**config.mk**
```make
export PLATFORM = sky130hd
export DESIGN_NAME = trail_writer
export DESIGN_NICKNAME = d
export VERILOG_FILES = /design/src/rtl/trail_writer.sv
export SDC_FILE = /design/constraint.sdc
export NUM_CORES = 1
export LEC_CHECK = 0
export CAP_MARGIN = 15
export CORE_ASPECT_RATIO = 1.2
export CORE_MARGIN = 3
export CORE_UTILIZATION = 35
export DETAILED_ROUTE_END_ITERATION = 8
export PLACE_DENSITY = 0.63
export SETUP_SLACK_MARGIN = 0.3
export SLEW_MARGIN = 20
export SYNTH_ARGS = -nofsm -noshare
export SYNTH_HDL_FRONTEND = slang
export SYNTH_SLANG_ARGS = --single-unit
```
**constraint.sdc**
```tcl
create_clock -name Clk -period 9.95 [get_ports Clk]
set_input_delay 1.4925 -clock Clk [delete_from_list [all_inputs] [get_ports Clk]]
set_output_delay 1.4925 -clock Clk [all_outputs]
set_load 0.005 [all_outputs]
```
**src/rtl/trail_writer.sv**
```systemverilog
// rtl/trail_writer.sv - per-frame bike trail painter and optional background sweep for the packed 4bpp frameRAM
// Optional clear sweep is compiled in with `define TRAIL_WRITER_CLEAR_EN.
module trail_writer #(
    parameter logic [3:0] BG_COLOR = 4'h0,
    parameter int         H_RES    = 640,
    parameter int         V_RES    = 480
) (
    input  logic        Clk,
    input  logic        Reset,
    input  logic        frame_clk,
    input  logic [9:0]  bike0_x,
    input  logic [9:0]  bike0_y,
    input  logic [3:0]  bike0_color,
    input  logic [9:0]  bike1_x,
    input  logic [9:0]  bike1_y,
    input  logic [3:0]  bike1_color,
    input  logic        clear_req,
    output logic [18:0] write_address,
    output logic [15:0] data_In,
    output logic        WE,
    output logic        busy,
    output logic        clear_done
);

    localparam int          WPR   = H_RES / 2;
    localparam int          TOTAL = WPR * V_RES;
    localparam logic [18:0] WPR19 = 19'(WPR);
    localparam logic [10:0] H_LIM = 11'(H_RES);
    localparam logic [10:0] V_LIM = 11'(V_RES);

    if (TOTAL > (1 << 19)) begin : g_addr_overflow
        $error("trail_writer: frame buffer does not fit a 19-bit word address");
    end

    typedef enum logic [1:0] {S_IDLE, S_PAINT, S_CLEAR} state_t;

    state_t      state_q, state_d;
    logic [1:0]  beat_q, beat_d;
    logic [23:0] b0_q, b0_d, b1_q, b1_d;
    logic [18:0] addr_q, addr_d;
    logic [15:0] data_q, data_d;
    logic        we_q, we_d;
    logic        busy_q, busy_d;
    logic        sync1_q, sync2_q, prev_q;
    logic        frame_edge;

    logic [23:0] sel;
    logic [9:0]  sel_x;
    logic [10:0] row;
    logic        in_range;
    logic        emit;

`ifdef TRAIL_WRITER_CLEAR_EN
    localparam logic [19:0] TOTAL20 = 20'(TOTAL);
    localparam logic [15:0] BG_DATA = {8'h00, BG_COLOR, BG_COLOR};
    logic        pend_q, pend_d;
    logic [19:0] cnt_q, cnt_d;
    logic        done_q, done_d;
`else
    logic unused_clear_req;
    assign unused_clear_req = clear_req;
`endif

    assign frame_edge = sync2_q & ~prev_q;

    // In IDLE the first beat is built straight from the live inputs so it can
    // appear the cycle after the edge; later beats use the latched copies.
    always_comb begin
        if (state_q == S_IDLE) begin
            sel = {bike0_x, bike0_y, bike0_color};
        end else if (beat_q[1]) begin
            sel = b1_q;
        end else begin
            sel = b0_q;
        end
    end

    assign sel_x    = sel[23:14];
    assign row      = {1'b0, sel[13:4]} + {10'd0, (state_q != S_IDLE) & beat_q[0]};
    assign in_range = ({1'b0, sel_x} < H_LIM) && (row < V_LIM);

    always_comb begin
        state_d = state_q;
        beat_d  = beat_q;
        b0_d    = b0_q;
        b1_d    = b1_q;
        addr_d  = addr_q;
        data_d  = data_q;
        we_d    = 1'b0;
        busy_d  = 1'b0;
        emit    = 1'b0;
`ifdef TRAIL_WRITER_CLEAR_EN
        pend_d  = pend_q | clear_req;
        cnt_d   = cnt_q;
        done_d  = 1'b0;
`endif
        case (state_q)
            S_IDLE: begin
`ifdef TRAIL_WRITER_CLEAR_EN
                if (pend_q) begin
                    state_d = S_CLEAR;
                    pend_d  = 1'b0;
                    cnt_d   = 20'd1;
                    addr_d  = 19'd0;
                    data_d  = BG_DATA;
                    we_d    = 1'b1;
                    busy_d  = 1'b1;
                end else if (frame_edge && !clear_req) begin
`else
                if (frame_edge) begin
`endif
                    state_d = S_PAINT;
                    beat_d  = 2'd1;
                    b0_d    = {bike0_x, bike0_y, bike0_color};
                    b1_d    = {bike1_x, bike1_y, bike1_color};
                    busy_d  = 1'b1;
                    emit    = 1'b1;
                end
            end
            S_PAINT: begin
                busy_d = 1'b1;
                emit   = 1'b1;
                beat_d = beat_q + 2'd1;
                if (beat_q == 2'd3) begin
                    state_d = S_IDLE;
                end
            end
`ifdef TRAIL_WRITER_CLEAR_EN
            S_CLEAR: begin
                if (cnt_q == TOTAL20) begin
                    done_d  = 1'b1;
                    state_d = S_IDLE;
                end else begin
                    addr_d = cnt_q[18:0];
                    data_d = BG_DATA;
                    we_d   = 1'b1;
                    busy_d = 1'b1;
                    cnt_d  = cnt_q + 20'd1;
                end
            end
`endif
            default: state_d = S_IDLE;
        endcase

        // Out-of-range beats still take their cycle but leave the bus untouched.
        if (emit && in_range) begin
            we_d   = 1'b1;
            addr_d = 19'(sel_x >> 1) + 19'(row) * WPR19;
            data_d = {8'h00, sel[3:0], sel[3:0]};
        end
    end

    always_ff @(posedge Clk) begin
        if (Reset) begin
            state_q <= S_IDLE;
            beat_q  <= 2'd0;
            b0_q    <= 24'd0;
            b1_q    <= 24'd0;
            addr_q  <= 19'd0;
            data_q  <= 16'd0;
            we_q    <= 1'b0;
            busy_q  <= 1'b0;
            sync1_q <= 1'b0;
            sync2_q <= 1'b0;
            prev_q  <= 1'b0;
        end else begin
            state_q <= state_d;
            beat_q  <= beat_d;
            b0_q    <= b0_d;
            b1_q    <= b1_d;
            addr_q  <= addr_d;
            data_q  <= data_d;
            we_q    <= we_d;
            busy_q  <= busy_d;
            sync1_q <= frame_clk;
            sync2_q <= sync1_q;
            prev_q  <= sync2_q;
        end
    end

`ifdef TRAIL_WRITER_CLEAR_EN
    always_ff @(posedge Clk) begin
        if (Reset) begin
            pend_q <= 1'b0;
            cnt_q  <= 20'd0;
            done_q <= 1'b0;
        end else begin
            pend_q <= pend_d;
            cnt_q  <= cnt_d;
            done_q <= done_d;
        end
    end
    assign clear_done = done_q;
`else
    assign clear_done = 1'b0;
`endif

    assign write_address = addr_q;
    assign data_In       = data_q;
    assign WE            = we_q;
    assign busy          = busy_q;

endmodule
```
Yosys cells after proc, flatten, opt, wreduce, memory -nomap -nowiden

Cells that the tools add are included.

Bits in registers: 84
Bits of input ports: 52
Output and inout bits: 38
Logic and storage cells: 41

Add/sub/neg operators: 3
Multipliers: 1
Magnitude comparators: 2
Equal/unequal tests: 4
Mux-type cells: 9
Bitwise gates (word level): 3
Reductions and logical operators: 8

Operator list:

| kind                                                 | count |
|---|---|
| 2-to-1 mux 24 bit                                    | 2 |
| adder 9 x 19 -> 19 bit                               | 1 |
| multiplier 11 x 3 -> 13 bit (second input constant)  | 1 |
| adder 10 x 1 -> 11 bit                               | 1 |
| < comparator 11 x 9 -> 1 bit (second input constant) | 1 |
| < comparator 10 bit (second input constant)          | 1 |
| case mux 2 bit (2 select lines)                      | 2 |
| AND reduction 2 bit                                  | 3 |
| 2-to-1 mux 2 bit                                     | 2 |
| inequality test 2 bit (second input constant)        | 2 |
| nonzero test 2 bit                                   | 2 |
| adder 2 x 1 -> 2 bit (second input constant)         | 1 |
| bitwise AND 1 bit                                    | 2 |
| == test 2 x 1 -> 1 bit (second input constant)       | 1 |
| == test 2 bit (second input constant)                | 1 |
| logical AND 1 bit                                    | 2 |
| zero test 2 bit                                      | 1 |
| 2-to-1 mux 1 bit                                     | 2 |
| case mux 1 bit (2 select lines)                      | 1 |
| inverter 1 bit                                       | 1 |

Logic depth before layout (Yosys ltp)

Gate-level depths: netlist of run 1.

Word-level depth: 7
Gate-level depth with buffers: 21
Mapped depth without buffers: 16

Worst setup path before layout of run 1

No wires, ideal clock.

Kind: input -> register
Start: in bike0_y[0]
End: reg addr_q[18] (netlist: write_address[18])
Library setup time: 0.086 ns
Data arrival time: 4.789 ns
Required time: 9.864 ns
Setup slack: 5.075 ns
Cell stages on the path: 17
Buffers on the path: 1
Cell sequence: nor2_1 a21oi_1 ha_1 clkbuf_1 nand2_1 xor2_1 ha_1 ha_1 fa_1 a211oi_1 nor2_1 xor2_1 and3b_1 nand3_1 nor3_1 xnor3_1 a211oi_1

Longest elaborated chain between the ends: 5
Elaborated cells on any way between the ends: 7
Those cells by class: add/sub: 2; mul: 1; order compare: 1; mux: 1; reduce/logical: 2

RTL lines:

| element                                                                        | line | RTL |
|---|---|---|
| start, declared                                                                | 12   | `input logic [9:0] bike0_y,` |
| 2-to-1 mux 24 bit (*)                                                          | 69   | `if (state_q == S_IDLE) begin` |
| adder 10 x 1 -> 11 bit (*)                                                     | 79   | `assign row = {1'b0, sel[13:4]} + {10'd0, (state_q != S_IDLE) & beat_q[0]};` |
| parallel branches: the longest is 3 deep, another holds adder 9 x 19 -> 19 bit | -    |  |
| end signal, assigned                                                           | 171  | `addr_q <= addr_d;` |
| end, declared                                                                  | 40   | `logic [18:0] addr_q, addr_d;` |

Mark *: on every way between the ends.
A chain may end at the register's enable or synchronous reset.

Worst setup path after layout of run 1

Same ends and word-level chain as after synthesis.

==> results of run 1 <==
==> worst paths after layout <==
path,cells past startpoint,endpoint,startpoint
hold reg to reg,1,sync2_q$_SDFF_PP0_,sync1_q$_SDFF_PP0_
setup / recovery,17,write_address[18]$_SDFFE_PP0P_,bike0_y[0]
hold / removal,1,sync2_q$_SDFF_PP0_,sync1_q$_SDFF_PP0_
setup reg to reg,16,write_address[18]$_SDFFE_PP0P_,beat_q[1]$_SDFFE_PP0P_
==> power by group through the flow <==
stage / clock, uW / combinational [uW] / sequential [uW]
CTS: 295 / 182 / 327
global route: 309 / 202 / 329
floorplan: 0 / 122 / 333
detailed placement: 0 / 181 / 334
finish: 290 / 180 / 327
global placement: 0 / 178 / 334
==> placed cells by master, fill, tap and decap left out, drive strengths merged, types with 6 or more instances in the layout <==
master	Yosys	routed
nor3	9	9
nand3	7	7
xnor2	9	9
a21oi	83	83
clkdlybuf4s50	0	76
mux2	6	6
o2111ai	11	11
ha	23	23
mux2i	23	23
nor2	21	21
o21ai	20	20
conb	1	9
a211oi	9	9
clkbuf	28	9
dfxtp	77	77
xor2	19	19
nor2b	8	8
nand2	111	111
buf	22	7
==> state kept, by name, summed over array words and instances (netlist names) <==
| name | cells |
|---|---|
| b1_q | 23 |
| sync1_q | 1 |
| busy | 1 |
| sync2_q | 1 |
| data_In | 4 |
| beat_q | 2 |
| state_q | 1 |
| b0_q | 23 |
| WE | 1 |
| prev_q | 1 |
| write_address | 19 |
==> per-layer routing <==
metal  part of all wire  GRT usage
met5                  0          0
met3              0.032     0.0263
met1               0.45      0.205
met4              0.019     0.0617
met2               0.50      0.263
==> through the flow <==
stage,total power (uW),hold slack [ns],instance area [um^2],util,setup slack (ns)
floorplan,455,0.414,4330,-,5.08
global placement,512,0.432,5090,0.432,4.19
detailed placement,515,0.432,5090,0.432,4.14
CTS,804,0.445,5340,0.453,4.49
global route,839,0.459,5340,0.453,4.18
finish,796,0.437,5340,0.453,4.48
==> critical path: stages <==
cell	delay, ns
clkdlybuf4s50_1	0.49
nor2_1	0.05
a21oi_1	0.24
ha_1	0.36
nand2_1	0.15
xor2_1	0.17
ha_1	0.30
ha_1	0.23
fa_1	0.41
a211oi_1	0.36
nor2_1	0.10
xor2_1	0.30
and3b_1	0.25
nand3_1	0.11
nor3_1	0.24
xnor3_1	0.25
a211oi_1	0.22
==> area by class of cell <==
cell class,instances,share of cell area
multi-input combinational,399,0.474
sequential,77,0.289
timing repair buffer,83,0.152
clock buffer,9,0.0422
tap,157,0.0368
clock inverter,5,0.00562
inverter,2,0.00141
==> cell families after synthesis <==
group / after synthesis / synth area share
muxes: 29 / 0.0815
other: 1 / 0.000872
and+or+nand+nor: 175 / 0.180
DFF: 77 / 0.358
xor gates and xnor gates: 29 / 0.0623
adders and majority gates: 25 / 0.0762
buffers and inverters: 52 / 0.0652
AOI/OAI and AO/OA: 132 / 0.176
==> flow_metrics.env, run 1 <==
export IMPL_ff_latch_area_um2=1540
export IMPL_synth_edf_count=0
export IMPL_reg2reg_setup_slack_ns=4.91
export IMPL_antenna_found_initial=0
export IMPL_max_cap_violations=0
export IMPL_placed_cells=718
export IMPL_synth_common_cells="111 x nand2_1, 82 x a21oi_1, 77 x dfxtp_1"
export IMPL_core_area_um2=11800
export IMPL_intPower_uw=567
export IMPL_grt_pass1_vias=3652
export IMPL_via_per_inst=4.94
export IMPL_cp_start_kind="primary input"
export IMPL_ys_ff_latch=77
export IMPL_period_share=0.549
export IMPL_dieHeight_um=127
export IMPL_pwr_share_comb=0.226
export IMPL_drt_iter0_drc=204
export IMPL_clock_sinks=77
export IMPL_drt_pass1_iter_count=4
export IMPL_wl_per_cell_um=14.1
export IMPL_area_delta_synth_final_pct=24.2
export IMPL_clkLatencyLatePin_ns=0.34
export IMPL_cts_root_buf="clkbuf_16"
export IMPL_grt_overflow=0
export IMPL_track_usage=0.158
export IMPL_cp_data_arrival_time_ns=5.71
export IMPL_core_rowCount=43
export IMPL_synth_ff_type="dfxtp_1"
export IMPL_ant_nets=0
export IMPL_ctsHoldBuffers=0
export IMPL_period_needed_ns=5.47
export IMPL_slew_headroom=0.315
export IMPL_initial_core_util=0.365
export IMPL_fp_dieArea_um2=13700
export IMPL_synth_area_leaders="dfxtp_1 36%, nand2_1 9.7%, a21oi_1 9.5%, ha_1 6.7%, mux2i_1 4.4%"
export IMPL_stdcell_count=732
export IMPL_tritoncts="done"
export IMPL_status="finished clean"
export IMPL_path_clk_slew_ns=0.06
export IMPL_final_max_slew_viol_count=0
export IMPL_synthDistinctLibCells=48
export IMPL_tightestPinTransition_ns=1.03
export IMPL_setup_worst_path_class="in -> reg"
export IMPL_io_buffers=77
export IMPL_htree_levels=3
export IMPL_diodes=0
export IMPL_fillCellCount=1149
export IMPL_die_w_um=107
export IMPL_netlist_instances=520
export IMPL_worstPathRequired_ns=10.20
export IMPL_vias=3619
export IMPL_power_frac_seq=0.411
export IMPL_synth_top_cell_by_area="dfxtp_1"
export IMPL_hold_viol_final=0
export IMPL_sw_frac_of_total=0.288
export IMPL_cts_resized=0
export IMPL_synthArstFlopShare=0
export IMPL_postCtsSetupBuffers=0
export IMPL_p_sw_uw=229
export IMPL_ys_warn_count=0
export IMPL_clkPwrFrac=0.364
export IMPL_leakagePower_uw=0.00187
export IMPL_wirelength_um=10300
export IMPL_hold_class="reg -> reg"
export IMPL_layout_drive_gt1_share=0.0643
export IMPL_nets=649
export IMPL_grt_max_degree=78
export IMPL_syn_cell_area_um2=4300
export IMPL_cts_made_buffers=9
export IMPL_setup_viol=0
export IMPL_max_clock_path_buffers=2
export IMPL_synth_top_area_share=0.358
export IMPL_ios=90
export IMPL_yosysMostFrequentCell="nand2_1"
export IMPL_cp_max_fo=7
export IMPL_rsz0062_at_grt="no"
export IMPL_fmax_mhz=183
export IMPL_dp_hpwl_um=7420
export IMPL_end_kind="register"
export IMPL_grt_pass1_wl_um=17700
export IMPL_yosysSeqAreaShare=0.358
export IMPL_worst_clock_skew_ns=0.0101
export IMPL_multi_input_area_um2=2530
export IMPL_tns_ns=0
export IMPL_peakVddDrop_mv=0.0723
export IMPL_drc=0
export IMPL_syn_mean_instance_area_um2=8.27
export IMPL_powerDensity_nw_per_um2=149
export IMPL_gp_congestion=0.851
No activity file was read; power rests on OpenSTA's default activity.
==> run 2, diff against run 1 <==
- PLACE_DENSITY: 0.63 -> 0.66
- clock period: 9.95 -> 5 ns (I/O delays scaled with it)
==> run 2 against run 1 <==
Compared with the run above: power grew 120%; final cell count grew 1.5%; non-clock buffer count grew 9; die area is the same; combinational power grew 100%; largest cell class unchanged; design area grew 3.0%; highest routed layer unchanged; via count grew 2.2%.
==> flow_metrics.env, run 2 (synthesis results as in run 1) <==
export IMPL_status="finished clean"
export IMPL_worst_clock_skew_ns=0.00785
export IMPL_dieHeight_um=127
export IMPL_cp_data_arrival_time_ns=4.61
export IMPL_die_w_um=107
export IMPL_end_kind="register"
export IMPL_period_needed_ns=4.36
export IMPL_grt_overflow=0
export IMPL_period_share=0.871
export IMPL_pre_cts_ws_ns=0.0767
export IMPL_cp_start_kind="register"
export IMPL_timing_rr_end="write_address[18]$_SDFFE_PP0P_"
export IMPL_peakVddDrop_mv=0.130
export IMPL_via_per_inst=4.98
export IMPL_setup_worst_path_class="reg -> reg"
export IMPL_grt_pass1_vias=3614
export IMPL_rsz0062_at_grt="no"
export IMPL_hold_class="reg -> reg"
export IMPL_area_delta_synth_final_pct=27.9
export IMPL_grt_pass1_wl_um=17300
export IMPL_reg2reg_setup_slack_ns=0.64
export IMPL_tns_ns=0
export IMPL_vias=3698
export IMPL_final_max_slew_viol_count=0
export IMPL_clkLatencyLatePin_ns=0.34
export IMPL_min_to="sync2_q$_SDFF_PP0_"
export IMPL_layout_drive_gt1_share=0.0922
export IMPL_setup_viol=0
export IMPL_slew_headroom=0.316
export IMPL_final_cell_mix="111 x nand2_1, 81 x a21oi_1, 76 x clkdlybuf4s50_1"
export IMPL_diodes=0
export IMPL_drt_iter0_drc=242
export IMPL_tightestPinTransition_ns=1.02
export IMPL_worstPathRequired_ns=5.25
export IMPL_core_rowCount=43
export IMPL_grt_max_degree=78
export IMPL_timing_final_ws_setup_ns=0.643
export IMPL_max_cap_violations=0
export IMPL_htree_levels=3
export IMPL_antenna_found_initial=0
export IMPL_wirelength_um=10500
export IMPL_gp_congestion=0.897
export IMPL_r2r_cells=17
export IMPL_nets=658
export IMPL_hold_viol_final=0
export IMPL_cts_made_buffers=9
export IMPL_postCtsSetupBuffers=0
export IMPL_core_area_um2=11800
export IMPL_wl_per_cell_um=14.1
export IMPL_fp_dieArea_um2=13700
export IMPL_io_buffers=77
export IMPL_powerDensity_nw_per_um2=313
export IMPL_dp_hpwl_um=7640
export IMPL_holdPathStages=1
export IMPL_drc=0
export IMPL_initial_core_util=0.365
export IMPL_cts_root_buf="clkbuf_16"
export IMPL_fillCellCount=1124
export IMPL_final_common_cell="nand2_1"
export IMPL_ios=90
export IMPL_cp_max_fo=7
export IMPL_leakagePower_uw=0.00195
export IMPL_max_clock_path_buffers=2
export IMPL_drt_pass1_iter_count=4
export IMPL_rr_startpoint="beat_q[1]$_SDFFE_PP0P_"
export IMPL_tritoncts="done"
export IMPL_ant_nets=0
export IMPL_track_usage=0.157
export IMPL_fmax_mhz=230
export IMPL_path_clk_slew_ns=0.06
export IMPL_worstHoldStart="sync1_q$_SDFF_PP0_"
export IMPL_clock_sinks=77
==> run 2: how the worst max path moves through the flow <==
| stage | from | endpoint | slack (ns) | cells after the start |
|---|---|---|---|---|
| 4_1_cts | bike0_y[0] | write_address[18]$_SDFFE_PP0P_ | 0.41 | 16 |
| 3_5_place_dp | bike0_y[0] | write_address[18]$_SDFFE_PP0P_ | 0.08 | 16 |
| 3_3_place_gp | bike0_y[0] | write_address[18]$_SDFFE_PP0P_ | 0.17 | 16 |
| 2_1_floorplan | state_q[0]$_SDFFE_PP0P_ | write_address[18]$_SDFFE_PP0P_ | 0.37 | 21 |
| 5_1_grt | bike0_y[3] | write_address[18]$_SDFFE_PP0P_ | 0.33 | 15 |
| 6_report | beat_q[1]$_SDFFE_PP0P_ | write_address[18]$_SDFFE_PP0P_ | 0.64 | 17 |
==> run 2: stage by stage <==
| step | instance area, um^2 | hold slack (ns) | power, uW | instances | util |
|---|---|---|---|---|---|
| 2_1_floorplan | 4330 | 0.414 | 906 | 528 | - |
| 3_3_place_gp | 5150 | 0.431 | 1030 | 727 | 0.438 |
| 3_5_place_dp | 5150 | 0.425 | 1030 | 727 | 0.438 |
| 4_1_cts | 5480 | 0.441 | 1740 | 743 | 0.465 |
| 5_1_grt | 5500 | 0.468 | 1810 | 743 | 0.467 |
| 6_report | 5500 | 0.441 | 1720 | 743 | 0.467 |
==> run 2: timing repair <==
action | CTS | global route
gates resized for setup | 0 | 6
hold buffers | 0 | 0
setup endpoints to repair | 0 | 1
==> run 2: final cells by class <==
class | count | area (um^2) | share of cell area
Clock inverter | 7 | 97.6 | 0.0177
Tap cell | 157 | 196 | 0.0357
Sequential cell | 77 | 1540 | 0.281
Clock buffer | 9 | 225 | 0.0409
Timing Repair Buffer | 92 | 878 | 0.160
Inverter | 2 | 7.51 | 0.00136
Multi-Input combinational cell | 399 | 2550 | 0.464
==> run 2: where the power goes <==
| group | switching (uW) | leakage (uW) | internal, uW |
|---|---|---|---|
| Sequential | 16.2 | 0.000626 | 638 |
| Clock | 262 | 0.000152 | 439 |
| Combinational | 192 | 0.00117 | 172 |
==> run 2: critical path, cell delays in order (launching register included) <==
cell	delay, ns
dfxtp_2	0.43
buf_4	0.21
buf_4	0.16
mux2_1	0.32
mux2i_1	0.27
nor2_1	0.14
and2_1	0.26
nand3b_1	0.12
xnor2_1	0.17
ha_1	0.28
ha_1	0.36
nand3_1	0.09
o2111ai_1	0.28
xor2_1	0.30
nand3_1	0.16
nor3_1	0.24
xnor3_1	0.26
a211oi_1	0.22
==> run 2: metal layers <==
metal | vias to the layer above | share of wire | track usage | wire length [um]
met3 | 14 | 0.038 | 0.0303 | 398
met4 | 0 | 0.019 | 0.0519 | 200
met1 | 1700 | 0.43 | 0.193 | 4470
met2 | 73 | 0.52 | 0.272 | 5390
li1 | 1911 | - | - | -
met5 | - | 0 | 0 | 0
